### src/rtl/instr_fetch_pkg.sv
// -----------------------------------------------------------------------------
// instr_fetch_pkg
// Shared definitions for the instruction fetch unit:
//   - default memory window and reset PC
//   - NOP encoding used for fault entries
//   - fetch FSM state encoding
//   - 65-bit FIFO entry layout {pc, instr, fault}
//   - address legality helper
// -----------------------------------------------------------------------------
package instr_fetch_pkg;

   localparam logic [31:0] DEF_IMEM_BASE  = 32'h0100_0000;
   localparam logic [31:0] DEF_IMEM_LIMIT = 32'h0100_07FF;
   localparam logic [31:0] DEF_RESET_PC   = 32'h0100_0000;
   localparam logic [31:0] NOP_INSTR      = 32'h0000_0013;

   typedef enum logic [1:0] {
      IF_RUN   = 2'd0,
      IF_DRAIN = 2'd1,
      IF_HALT  = 2'd2
   } if_state_t;

   typedef struct packed {
      logic [31:0] pc;
      logic [31:0] instr;
      logic        fault;
   } fetch_entry_t;

   localparam int ENTRY_W = $bits(fetch_entry_t);

   // A fetch address is usable when it is word aligned and the whole word
   // lies inside [base, limit].
   function automatic logic addr_legal(input logic [31:0] pc,
                                       input logic [31:0] base,
                                       input logic [31:0] limit);
      return (pc[1:0] == 2'b00) && (pc >= base) && (pc <= (limit - 32'd3));
   endfunction

endpackage

### src/rtl/instr_fetch_fifo.sv
// -----------------------------------------------------------------------------
// fetch_fifo
// Two-entry queue of fetch entries between the memory response path and
// decode. Slot 0 is always the head, so the head fields can drive decode
// directly from flops.
// Ports:
//   clk, rst      : clock, synchronous active-high reset
//   flush         : synchronous empty (wins over push/pop)
//   push, push_entry : write one entry at the tail
//   pop           : consume the head entry
//   head          : current head entry (registered)
//   count         : number of valid entries (0..2)
// A push and a pop in the same cycle are both honoured. A push into a full
// queue without a pop is dropped; the fetch issue rule never produces one.
// -----------------------------------------------------------------------------
module fetch_fifo
   import instr_fetch_pkg::*;
(
   input  logic         clk,
   input  logic         rst,
   input  logic         flush,
   input  logic         push,
   input  fetch_entry_t push_entry,
   input  logic         pop,
   output fetch_entry_t head,
   output logic [1:0]   count
);

   fetch_entry_t slot0;
   fetch_entry_t slot1;
   logic         do_push;
   logic         do_pop;

   assign do_pop  = pop && (count != 2'd0);
   assign do_push = push && ((count != 2'd2) || do_pop);

   always_ff @(posedge clk) begin
      if (rst) begin
         slot0 <= '0;
         slot1 <= '0;
         count <= 2'd0;
      end else if (flush) begin
         count <= 2'd0;
      end else begin
         case (count)
            2'd0: begin
               if (do_push) begin
                  slot0 <= push_entry;
                  count <= 2'd1;
               end
            end
            2'd1: begin
               if (do_push && do_pop) begin
                  slot0 <= push_entry;
               end else if (do_push) begin
                  slot1 <= push_entry;
                  count <= 2'd2;
               end else if (do_pop) begin
                  count <= 2'd0;
               end
            end
            default: begin
               if (do_pop) begin
                  slot0 <= slot1;
                  if (do_push) begin
                     slot1 <= push_entry;
                  end else begin
                     count <= 2'd1;
                  end
               end
            end
         endcase
      end
   end

   assign head = slot0;

endmodule

### src/rtl/instr_fetch.sv
// -----------------------------------------------------------------------------
// instr_fetch
// Instruction fetch unit. Owns the PC, issues word reads to an instruction
// memory with one-cycle registered read latency, buffers returned words in a
// two-entry queue and presents {pc, instr, fault} to decode.
// Ports:
//   clk, rst        : clock, synchronous active-high reset
//   imem_rd         : read strobe to instruction memory
//   imem_addr       : word address {2'b00, pc[31:2]} (0 when not reading)
//   imem_instr      : read data, valid the cycle after imem_rd
//   if_valid        : entry presented to decode
//   if_ready        : decode accepts the presented entry
//   if_pc           : byte PC of the presented entry
//   if_instr        : instruction word (NOP for fault entries)
//   if_fault        : presented entry is a fetch fault
//   redirect_valid  : flush and restart fetching at redirect_pc
//   redirect_pc     : byte target of the redirect
// Handshake: an entry transfers in a cycle where if_valid and if_ready are
// both 1; if_valid is held low during a redirect so nothing transfers then.
// -----------------------------------------------------------------------------
module instr_fetch
   import instr_fetch_pkg::*;
#(
   parameter logic [31:0] RESET_PC   = DEF_RESET_PC,
   parameter logic [31:0] IMEM_BASE  = DEF_IMEM_BASE,
   parameter logic [31:0] IMEM_LIMIT = DEF_IMEM_LIMIT
)
(
   input  logic        clk,
   input  logic        rst,
   output logic        imem_rd,
   output logic [31:0] imem_addr,
   input  logic [31:0] imem_instr,
   output logic        if_valid,
   input  logic        if_ready,
   output logic [31:0] if_pc,
   output logic [31:0] if_instr,
   output logic        if_fault,
   input  logic        redirect_valid,
   input  logic [31:0] redirect_pc
);

   if_state_t    state;
   if_state_t    state_next;
   logic [31:0]  pc;
   logic [31:0]  tag;
   logic         inflight;
   logic         kill;

   fetch_entry_t head;
   fetch_entry_t push_entry;
   logic [1:0]   count;
   logic         push;
   logic         pop;
   logic         issue;
   logic         pc_ok;
   logic         room;

   assign pc_ok    = addr_legal(pc, IMEM_BASE, IMEM_LIMIT);
   assign if_valid = (count != 2'd0) && !redirect_valid;
   assign pop      = if_valid && if_ready;

   // Issue only if the queue can still hold everything already buffered,
   // the read in flight, and this new read, counting a same-cycle pop.
   assign room = (({1'b0, count} + {2'b00, inflight}) < (3'd2 + {2'b00, pop}));

   always_comb begin
      state_next = state;
      issue      = 1'b0;
      push       = 1'b0;
      push_entry = '{pc: tag, instr: imem_instr, fault: 1'b0};

      // Response for the read issued last cycle; dropped when it was
      // orphaned by a redirect.
      if (inflight && !kill) begin
         push = 1'b1;
      end

      case (state)
         IF_RUN: begin
            if (!pc_ok) begin
               state_next = IF_DRAIN;
            end else if (room) begin
               issue = 1'b1;
            end
         end
         IF_DRAIN: begin
            // Fault entry goes in only once everything older has left, so
            // decode sees it strictly after the good instructions.
            if ((count == 2'd0) && !inflight) begin
               push       = 1'b1;
               push_entry = '{pc: pc, instr: NOP_INSTR, fault: 1'b1};
               state_next = IF_HALT;
            end
         end
         IF_HALT: begin
            state_next = IF_HALT;
         end
         default: begin
            state_next = IF_RUN;
         end
      endcase

      if (redirect_valid) begin
         state_next = IF_RUN;
      end

      if (rst) begin
         issue = 1'b0;
      end
   end

   always_ff @(posedge clk) begin
      if (rst) begin
         state    <= IF_RUN;
         pc       <= RESET_PC;
         tag      <= '0;
         inflight <= 1'b0;
         kill     <= 1'b0;
      end else begin
         state    <= state_next;
         inflight <= issue;
         // With one-cycle read latency the only read that can outlive a
         // redirect is one issued in the redirect cycle itself.
         kill     <= redirect_valid && issue;
         if (issue) begin
            tag <= pc;
            pc  <= pc + 32'd4;
         end
         if (redirect_valid) begin
            pc <= redirect_pc;
         end
      end
   end

   fetch_fifo u_fifo (
      .clk        (clk),
      .rst        (rst),
      .flush      (redirect_valid),
      .push       (push),
      .push_entry (push_entry),
      .pop        (pop),
      .head       (head),
      .count      (count)
   );

   assign imem_rd   = issue;
   assign imem_addr = issue ? {2'b00, pc[31:2]} : 32'd0;

   assign if_pc    = head.pc;
   assign if_instr = head.instr;
   assign if_fault = head.fault;

endmodule

### config.mk
export PLATFORM = sky130hd
export DESIGN_NAME = instr_fetch
export DESIGN_NICKNAME = d
export VERILOG_FILES = /design/src/rtl/instr_fetch_pkg.sv /design/src/rtl/instr_fetch_fifo.sv /design/src/rtl/instr_fetch.sv
export SDC_FILE = /design/constraint.sdc
export NUM_CORES = 1
export LEC_CHECK = 0
export CORE_MARGIN = 5
export CORE_UTILIZATION = 60
export DETAILED_ROUTE_END_ITERATION = 7
export DONT_BUFFER_PORTS = 1
export PLACE_DENSITY = 0.81
export SLEW_MARGIN = 20
export SYNTH_ARGS = -nofsm -noshare
export SYNTH_HDL_FRONTEND = slang
export SYNTH_SLANG_ARGS = --single-unit
### constraint.sdc
create_clock -name clk -period 9.13 [get_ports clk]
set_input_delay 2.2825 -clock clk [delete_from_list [all_inputs] [get_ports clk]]
set_output_delay 2.2825 -clock clk [all_outputs]
set_load 0.02 [all_outputs]
== Yosys cells after proc, flatten, opt, wreduce, memory -nomap -nowiden ==
Cells that the tools add are included.
Operators by class
  $add $sub $neg: 3
  $lt $le $gt $ge: 3
  equality and inequality tests: 11
  multiplexer cells: 30
  bitwise operators: 2
  reductions and logical operators: 26
Operators with widths (number)
  $mux W65: 8
  $pmux W65 S2: 2
  $mux W32: 2
  $add A32 B3 Y32 const B: 1
  $ge A32 B25 Y1 const B: 1
  $le A32 B25 Y1 const B: 1
  $mux W30: 1
  $mux W2: 8
  $logic_and A1 B1 Y1: 10
  $ne A2 B2 Y1 const B: 4
  $reduce_and A4 Y1: 2
  $mux W1: 7
  $logic_not A2 Y1: 3
  $pmux W2 S3: 1
  $reduce_bool A2 Y1: 3
  $reduce_and A5 Y1: 1
  $eq A2 B1 Y1 const B: 2
  $ne A2 B1 Y1 const B: 2
  $pmux W2 S2: 1
  $add A2 B1 Y3: 1
  $add A2 B1 Y3 const A: 1
  $logic_not A1 Y1: 3
  $lt A3 B3 Y1: 1
  $ne A3 B1 Y1 const B: 1
  other kinds (7): 8
Word-level totals
  register bits: 200
  input bits: 68
  output and inout bits: 99
  word-level logic and storage cells: 87

== Depth between registers and ports, before layout ==
Gate-level depths: netlist of run 1.
  depth in word-level cells: 11
  gate-level depth with buffers: 9
  mapped depth without buffers: 7

== Cells and area by module ==
From an unflattened synthesis of run 1, not the netlist that was laid out.
Second synthesis, totals
  cell total of the unflattened synthesis: 854
  area total of the unflattened synthesis: 8912.3 µm²
Modules (own cells, without submodules)
  fetch_fifo: times used 1, cells an instance 462, area each 5400.2 µm², sequential area each 2642.5 µm²
  instr_fetch: times used 1, cells an instance 392, area each 3512.1 µm², sequential area each 1361.3 µm²

== Worst setup path before layout of run 1 ==
OpenSTA, ideal clock, no wires.
  kind: input -> output
  start point: in redirect_valid
  end point: out imem_addr[3]
  data arrival time: 3.911 ns
  required time: 6.848 ns
  slack: 2.937 ns
  cell stages on the path: 7
  buffers on the path: 3
  path through: clkbuf_1 -> inv_1 -> nand4_1 -> a2111oi_4 -> buf_4 -> clkbuf_1 -> and3_1
On the way
  cells in the longest elaborated chain, start to end: 10
RTL lines
  from (decl): line instr_fetch.sv:39  | input logic redirect_valid,
  $logic_not A1 Y1: line instr_fetch.sv:60  | assign if_valid = (count != 2'd0) && !redirect_valid;
  $logic_and A1 B1 Y1: line instr_fetch.sv:60
  $logic_and A1 B1 Y1: line instr_fetch.sv:61  | assign pop = if_valid && if_ready;
  $add A2 B1 Y3: line instr_fetch.sv:65  | assign room = (({1'b0, count} + {2'b00, inflight}) < (3'd2 + {2'b00, pop}));
  $lt A3 B3 Y1: line instr_fetch.sv:65
  $mux W1: line instr_fetch.sv:83  | end else if (room) begin
  $mux W1: line instr_fetch.sv:81  | if (!pc_ok) begin
  $mux W1: line instr_fetch.sv:79  | case (state)
  $mux W1: line instr_fetch.sv:108  | if (rst) begin
  $mux W30: line instr_fetch.sv:148  | assign imem_addr = issue ? {2'b00, pc[31:2]} : 32'd0;
  to (decl): line instr_fetch.sv:32  | output logic [31:0] imem_addr,
No other way between the ends.

== Worst setup path in the final report of run 1 ==
  start point: in redirect_valid
  end point: out imem_addr[0]
The elaborated chain is that of the path after synthesis.

==> out/qor.tcl, run 1 <==
set qor(power.total_mw) 1.76
set qor(synth_fa_ha_area_share_pct) 0.895
set qor(syn_area_sq_um) 8390
set qor(dp_cells) 1056
set qor(totalNegativeSetupSlack_ns) 0
set qor(fin_cells) 1089
set qor(worst_hold_path.endpoint) {u_fifo.slot1[11]}
set qor(synth.yosys.warnings) 0
set qor(intPower_mw) 1.34
set qor(io_buffers) 0
set qor(pin_count_of_the_biggest_net_entering_global_routing) 145
set qor(postSynth.topFlopCell) {dfxtp_1}
set qor(critical_path_class) {in -> out}
set qor(drive_above_1_share_pct) 5.72
set qor(placeableCoreArea_sq_um) 13800
set qor(crit_path_end_kind) {output port}
set qor(synth_xor_area_share_pct) 0.209
set qor(hold_class) {reg -> reg}
set qor(p_per_area_nw_per_um2) 198
set qor(arrival_ns) 3.99
set qor(tritoncts_num_sinks) 200
set qor(num_vias) 6303
set qor(critPathRequiredTime_ns) 6.85
set qor(async_flop_share_pct) 0
set qor(share_comb_of_total_power_pct) 6.3
set qor(drtIter0Drc) 486
set qor(synthSimpleGateAreaFrac_pct) 18.6
set qor(hp-start) {u_fifo.slot1[11]}
set qor(grt_first_pass_wirelength_mm) 28.7
set qor(worst-r2r-setup-slack_ns) 6.30
set qor(timing.final.setup_violations) 0
set qor(clock_tree.buffer_depth) 2
set qor(floorplan.die.width_um) 128
set qor(total_leakage_power_nw) 3.45
set qor(drt_pass1_iterations) 6
set qor(initial_core_util_pct) 60.9
set qor(final_min_period_over_clock_period_pct) 68.7
set qor(synth_compound_area_share_pct) 16.4
set qor(core.rowCount) 43
set qor(p_sw_share_pct) 23.9
set qor(detail-route-antenna-nets) 0
set qor(via_count_of_the_first_global_routing_pass) 5609
set qor(synth_seq_area_share_pct) 47.7
set qor(syn-instance-count) 948
set qor(num_io_pins) 167
set qor(post-synth-top-area-fraction_pct) 47.7
set qor(finClkSkew_ns) 0.00970
set qor(place.gp.congestion) 0.824
set qor(die_area_sq_um) 16400
set qor(ys_top_cells_by_area) {dfxtp_1 (48%), mux2i_1 (9.4%), nor2_1 (7.1%), a211oi_1 (6.0%), a21oi_1 (5.4%)}
set qor(grt_util_all_layers_pct) 21.4
set qor(timing.max_slew.rel_slack_pct) 40.6
set qor(finalHoldViolCount) 0
set qor(startpoint_of_the_worst_register_to_register_path) {u_fifo.count[1]}
set qor(tritoncts) {yes}
set qor(post-dp-hpwl_mm) 11.2
set qor(layout.cells.most_common) {dfxtp_1}
set qor(finish.net_count) 970
set qor(worstPathMaxFanout) 40
set qor(max_cap_viol_count) 0
set qor(mostFrequentLayoutCells) {dfxtp_1 (199), nor2_1 (158), a21oi_1 (90)}
set qor(clock_tree.root_cell) {clkbuf_16}
set qor(timing.rr.end) {pc[31]}
set qor(cts-buffers-inserted) 17
set qor(number_of_antenna_violations_at_the_first_check_in_global_routing) 0
set qor(synth_seq_cells) 200
set qor(vdd_drop_max_v) 0.000120
set qor(maxClockFrequency_mhz) 160
set qor(cts_post_setup_buffers_inserted) 0
set qor(max_slew.worst_pin.slew_ns) 0.890
set qor(clkPwrFrac_pct) 41.2
set qor(antenna_cells) 0
set qor(post_route_wl_mm) 17.9
set qor(cts.reportedPaths.clkPinSlew_ns) 0.07
set qor(synth_area_per_cell_sq_um) 8.85
set qor(outcome) {complete, no violations}
set qor(remaining_drc_errors) 0
set qor(number_of_flops_mapped_to_enable_cells_by_yosys) 0
set qor(yosys-mux-area-fraction_pct) 9.43
set qor(synth_area_leader_cell) {dfxtp_1}
set qor(rsz_0062_raised_after_global_routing) {false}
set qor(die-height_um) 128
set qor(timing.final.max_slew_violations) 0
set qor(worst-r2r-cell-count) 7
set qor(clkLatencyLatePin_ns) 0.43
set qor(cts_repair_resize_count) 0
set qor(grt.overflow.total) 0
set qor(route.detailed.wl_per_inst_um) 16.4
set qor(seq_power_share_pct) 52.4
set qor(hold_path_depth) 2
set qor(via_cell_ratio) 5.79
set qor(count_of_cell_types_in_the_netlist) 44
set qor(synth_top_family_by_area) {simple AND/OR/NAND/NOR gates}
set qor(switching_power_uw) 421
set qor(fin_crit_ns) 6.27
set qor(htree_num_levels) 4
set qor(timing.critical_path.from_type) {primary input}
set qor(area.growth.synth_to_final_pct) 5.85
set qor(postCtsHoldBufs) 0
## kinds of logic (layout without fill, tap and decap cells)
logic type                 count (synthesis)  in the layout
muxes                                     79             79
DFF                                      200            200
buffers and inverters                    116             56
adders and majority gates                  6              6
xor gates and xnor gates                   2              2
and+or+nand+nor                          332            332
other                                      1             22
AOI/OAI and AO/OA                        212            212
## how the worst max path moves through the flow
stage | start | to | cells after the start
detailed placement | redirect_valid | imem_addr[0] | 5
global placement | redirect_valid | imem_addr[6] | 5
global route | redirect_valid | imem_addr[3] | 5
finish | redirect_valid | imem_addr[0] | 5
CTS | redirect_valid | imem_addr[0] | 5
floorplan | redirect_valid | imem_addr[3] | 7
## synth_stat cells, drive strengths merged, types with 4 or more instances
cell type / instances
mux2i: 79
dfxtp: 200
nand3: 34
nand4: 5
o21ai: 16
and3: 42
nor2: 158
a211oi: 68
inv: 14
nor4: 5
a31oi: 4
a22o: 19
buf: 49
ha: 6
nand2: 46
and2: 26
clkbuf: 53
o22ai: 4
a21oi: 91
## cell type report
type	count	area [sq um]
fillers	1182	4890
flip-flops and latches	200	4010
multi-input cells	653	3920
clock buffers	20	467
well taps	180	225
clock inverters	12	119
repair buffers	10	95.1
inverters	14	52.6
## power groups by stage
stage	Clock, mW	Sequential [mW]	Combinational [mW]
2_1_floorplan	0	0.936	0.113
3_3_place_gp	0	0.943	0.108
3_5_place_dp	0	0.944	0.110
4_1_cts	0.744	0.924	0.110
5_1_grt	0.781	0.926	0.125
6_report	0.726	0.924	0.112
## sequential cells by signal (all words and copies together) (netlist names)
name / flops
u_fifo.head: 65
u_fifo.slot1: 65
pc: 32
tag: 32
state: 2
u_fifo.count: 2
inflight: 1
kill: 1
## worst max-delay path: stages
cell       delay [ns]
inv_1            0.33
nand4_1          0.22
a2111oi_4        0.37
buf_4            0.42
and3_1           0.34
## through the flow
step | area (sq um) | utilization [%] | worst slack, ns | hold slack [ns]
final | 8880 | 64.5 | 2.86 | 0.451
after global routing | 8880 | 64.5 | 2.74 | 0.466
after detailed placement | 8260 | 60.0 | 2.86 | 0.440
after floorplan | 8470 | - | 2.94 | 0.430
after CTS | 8850 | 64.3 | 2.85 | 0.451
after global placement | 8260 | 60.0 | 2.90 | 0.436
## per-layer routing
layer / wire length (um) / part of all wire, % / track usage, %
met3: 1640 / 9.2 / 7.42
met1: 7630 / 43 / 27.6
met2: 8340 / 47 / 33.7
met4: 263 / 1.5 / 6.68
met5: 0 / 0 / 0
Power figures use the tool's default switching activity.
==> inputs of run 2 (changes only) <==
==> constraint.sdc (replaced) <==
create_clock -name clk -period 5.81 [get_ports clk]
set_input_delay 1.4525 -clock clk [delete_from_list [all_inputs] [get_ports clk]]
set_output_delay 1.4525 -clock clk [all_outputs]
set_load 0.02 [all_outputs]
==> run 2 against run 1 <==
  * Combinational power is 57% higher
  * Flip-flop and latch count is the same
  * Critical path type unchanged
  * Clock power up 63%
  * Critical path depth unchanged
  * Critical endpoint is now imem_addr[1]
  * Largest power group unchanged
  * Cell count hardly changed
  * Sequential power is 57% higher
  * Cell area is essentially flat
  * Worst setup slack got worse by 1.7 ns
==> out/qor.tcl, run 2 (synthesized netlist as in run 1, its figures left out) <==
set qor(mostFrequentLayoutCells) {dfxtp_1 (199), nor2_1 (158), a21oi_1 (90)}
set qor(grt_first_pass_wirelength_mm) 29.8 ;# +3.8%
set qor(path_buf_inv) 2 ;# unchanged
set qor(finClkSkew_ns) 0.0108 ;# +0.00108 ns
set qor(via_count_of_the_first_global_routing_pass) 5799 ;# +3.4%
set qor(die_area_sq_um) 16400 ;# unchanged
set qor(timing.final.setup_violations) 0 ;# unchanged
set qor(post_route_wl_mm) 18.2 ;# +1.7%
set qor(timing.final.max_slew_violations) 0 ;# unchanged
set qor(timing.critical_path.from_type) {primary input}
set qor(cp_top_family) {buffers and inverters}
set qor(io_buffers) 0 ;# unchanged
set qor(drive_above_1_share_pct) 5.51 ;# -0.21 points
set qor(num_vias) 6236 ;# -1.1%
set qor(remaining_drc_errors) 0 ;# unchanged
set qor(final_util_pct) 64.4 ;# about the same
set qor(timing.critical_path.cells) {inv_1 -> nand4_1 -> a2111oi_4 -> buf_4 -> and3_1}
set qor(placeableCoreArea_sq_um) 13800 ;# unchanged
set qor(core.rowCount) 43 ;# unchanged
set qor(clock_tree.root_cell) {clkbuf_16}
set qor(place_area_sq_um) 8260 ;# about the same
set qor(clkLatencyLatePin_ns) 0.43 ;# about the same
set qor(outcome) {complete, no violations}
set qor(antenna_cells) 0 ;# unchanged
set qor(crit_path_end_kind) {output port}
set qor(critical-path-max-stage-delay_ns) 0.42 ;# about the same
set qor(total_leakage_power_nw) 3.44 ;# -0.13%
set qor(fin_crit_ns) 4.63
set qor(totalNegativeSetupSlack_ns) 0 ;# unchanged
set qor(cts.reportedPaths.clkPinSlew_ns) 0.07 ;# about the same
set qor(max_cap_viol_count) 0 ;# unchanged
set qor(layout.cells.most_common) {dfxtp_1}
set qor(pin_count_of_the_biggest_net_entering_global_routing) 145 ;# unchanged
set qor(arrival_ns) 3.18 ;# -0.81 ns
set qor(maxClockFrequency_mhz) 216
set qor(place.gp.congestion) 0.833 ;# +1.1%
set qor(area.growth.synth_to_final_pct) 5.80 ;# about the same
set qor(post-dp-hpwl_mm) 11.4 ;# +1.9%
set qor(drtIter0Drc) 445 ;# -8.4%
set qor(p_per_area_nw_per_um2) 316 ;# +59%
set qor(via_cell_ratio) 5.73 ;# -0.97%
set qor(hold_class) {reg -> reg}
set qor(cts_repair_resize_count) 0 ;# unchanged
set qor(die-height_um) 128 ;# unchanged
set qor(worstPathMaxFanout) 40 ;# unchanged
set qor(timing.max_slew.rel_slack_pct) 31.6 ;# -9.0 points
set qor(htree_num_levels) 4 ;# unchanged
set qor(postCtsHoldBufs) 0 ;# unchanged
set qor(tritoncts_num_sinks) 200 ;# unchanged
set qor(route.detailed.wl_per_inst_um) 16.7 ;# +1.8%
set qor(num_io_pins) 167 ;# unchanged
set qor(finalHoldViolCount) 0 ;# unchanged
set qor(detail-route-antenna-nets) 0 ;# unchanged
set qor(floorplan.die.width_um) 128 ;# unchanged
set qor(rsz_0062_raised_after_global_routing) {false}
set qor(initial_core_util_pct) 60.9 ;# unchanged
set qor(tritoncts) {yes}
set qor(finish.net_count) 969 ;# -0.10%
set qor(cpMaxStageDelayCell) {buf_4}
set qor(final_design_area_no_fill_sq_um) 8870 ;# about the same
set qor(drt_pass1_iterations) 5 ;# -1
set qor(clock_tree.buffer_depth) 2 ;# unchanged
set qor(number_of_antenna_violations_at_the_first_check_in_global_routing) 0 ;# unchanged
set qor(grt.overflow.total) 0 ;# unchanged
set qor(vdd_drop_max_v) 0.000268 ;# +120%
set qor(max_slew.worst_pin.slew_ns) 1.03 ;# +0.135 ns
set qor(critical_path_class) {in -> out}
set qor(cts-buffers-inserted) 17 ;# unchanged
set qor(cts_post_setup_buffers_inserted) 0 ;# unchanged
set qor(grt_util_all_layers_pct) 22.1 ;# +0.76 points
set qor(final_min_period_over_clock_period_pct) 79.8
set qor(critPathRequiredTime_ns) 4.36 ;# -2.49 ns
-- run 2: cell count changes in the layout (fill, tap and decap cells not counted), sizes merged --
cell    change
clkinv      -2
buf         -1
inv         +1
bufinv      +1
-- run 2: cell type report --
type / instances / area (sq um)
Timing Repair Buffer: 9 / 80.1
Tap cell: 180 / 225
Fill cell: 1192 / 4900
Clock buffer: 20 / 457
Inverter: 14 / 52.6
Multi-Input combinational cell: 653 / 3920
Sequential cell: 200 / 4010
Clock inverter: 12 / 140
-- run 2: worst reg2reg max path, delay by kind of cell, from the launching register on --
kind	cells	cell delay [ns]
buffers and inverters	2	0.64
AND/OR/NAND/NOR	3	0.54
flip-flops	1	0.90
AO/OA/AOI/OAI	2	0.65
-- run 2: final timing paths --
kind	from	end	slack [ns]	cells after the start
hold / removal	u_fifo.slot1[8]	u_fifo.slot1[8]	0.45	2
setup reg to reg	u_fifo.count[1]	pc[19]	2.98	7
hold reg to reg	u_fifo.slot1[8]	u_fifo.slot1[8]	0.45	2
setup / recovery	redirect_valid	imem_addr[1]	1.18	5
-- run 2: routing by layer --
layer  share of wire [%]  GRT usage (%)  wire length (um)  vias up
met5                   0              0                 0        -
met4                 1.8           7.74               322        0
met3                 9.2           7.67              1680       27
met2                  46           34.2              8400      174
met1                  43           28.9              7770     2874
li1                    -              -                 -     3161
-- run 2: power by group --
group | internal, mW | switching [mW] | leakage, nW
Clock | 0.663 | 0.515 | 0.284
Combinational | 0.0722 | 0.103 | 1.54
Sequential | 1.40 | 0.0486 | 1.62
-- run 2: through the flow --
stage          power, mW  std cells  setup WS [ns]  hold WS, ns
2_1_floorplan       1.65        969           1.28        0.430
3_3_place_gp        1.65       1055           1.24        0.436
3_5_place_dp        1.66       1055           1.18        0.441
4_1_cts             2.83       1087           1.16        0.450
5_1_grt             2.92       1088          0.983        0.469
6_report            2.80       1088           1.18        0.453
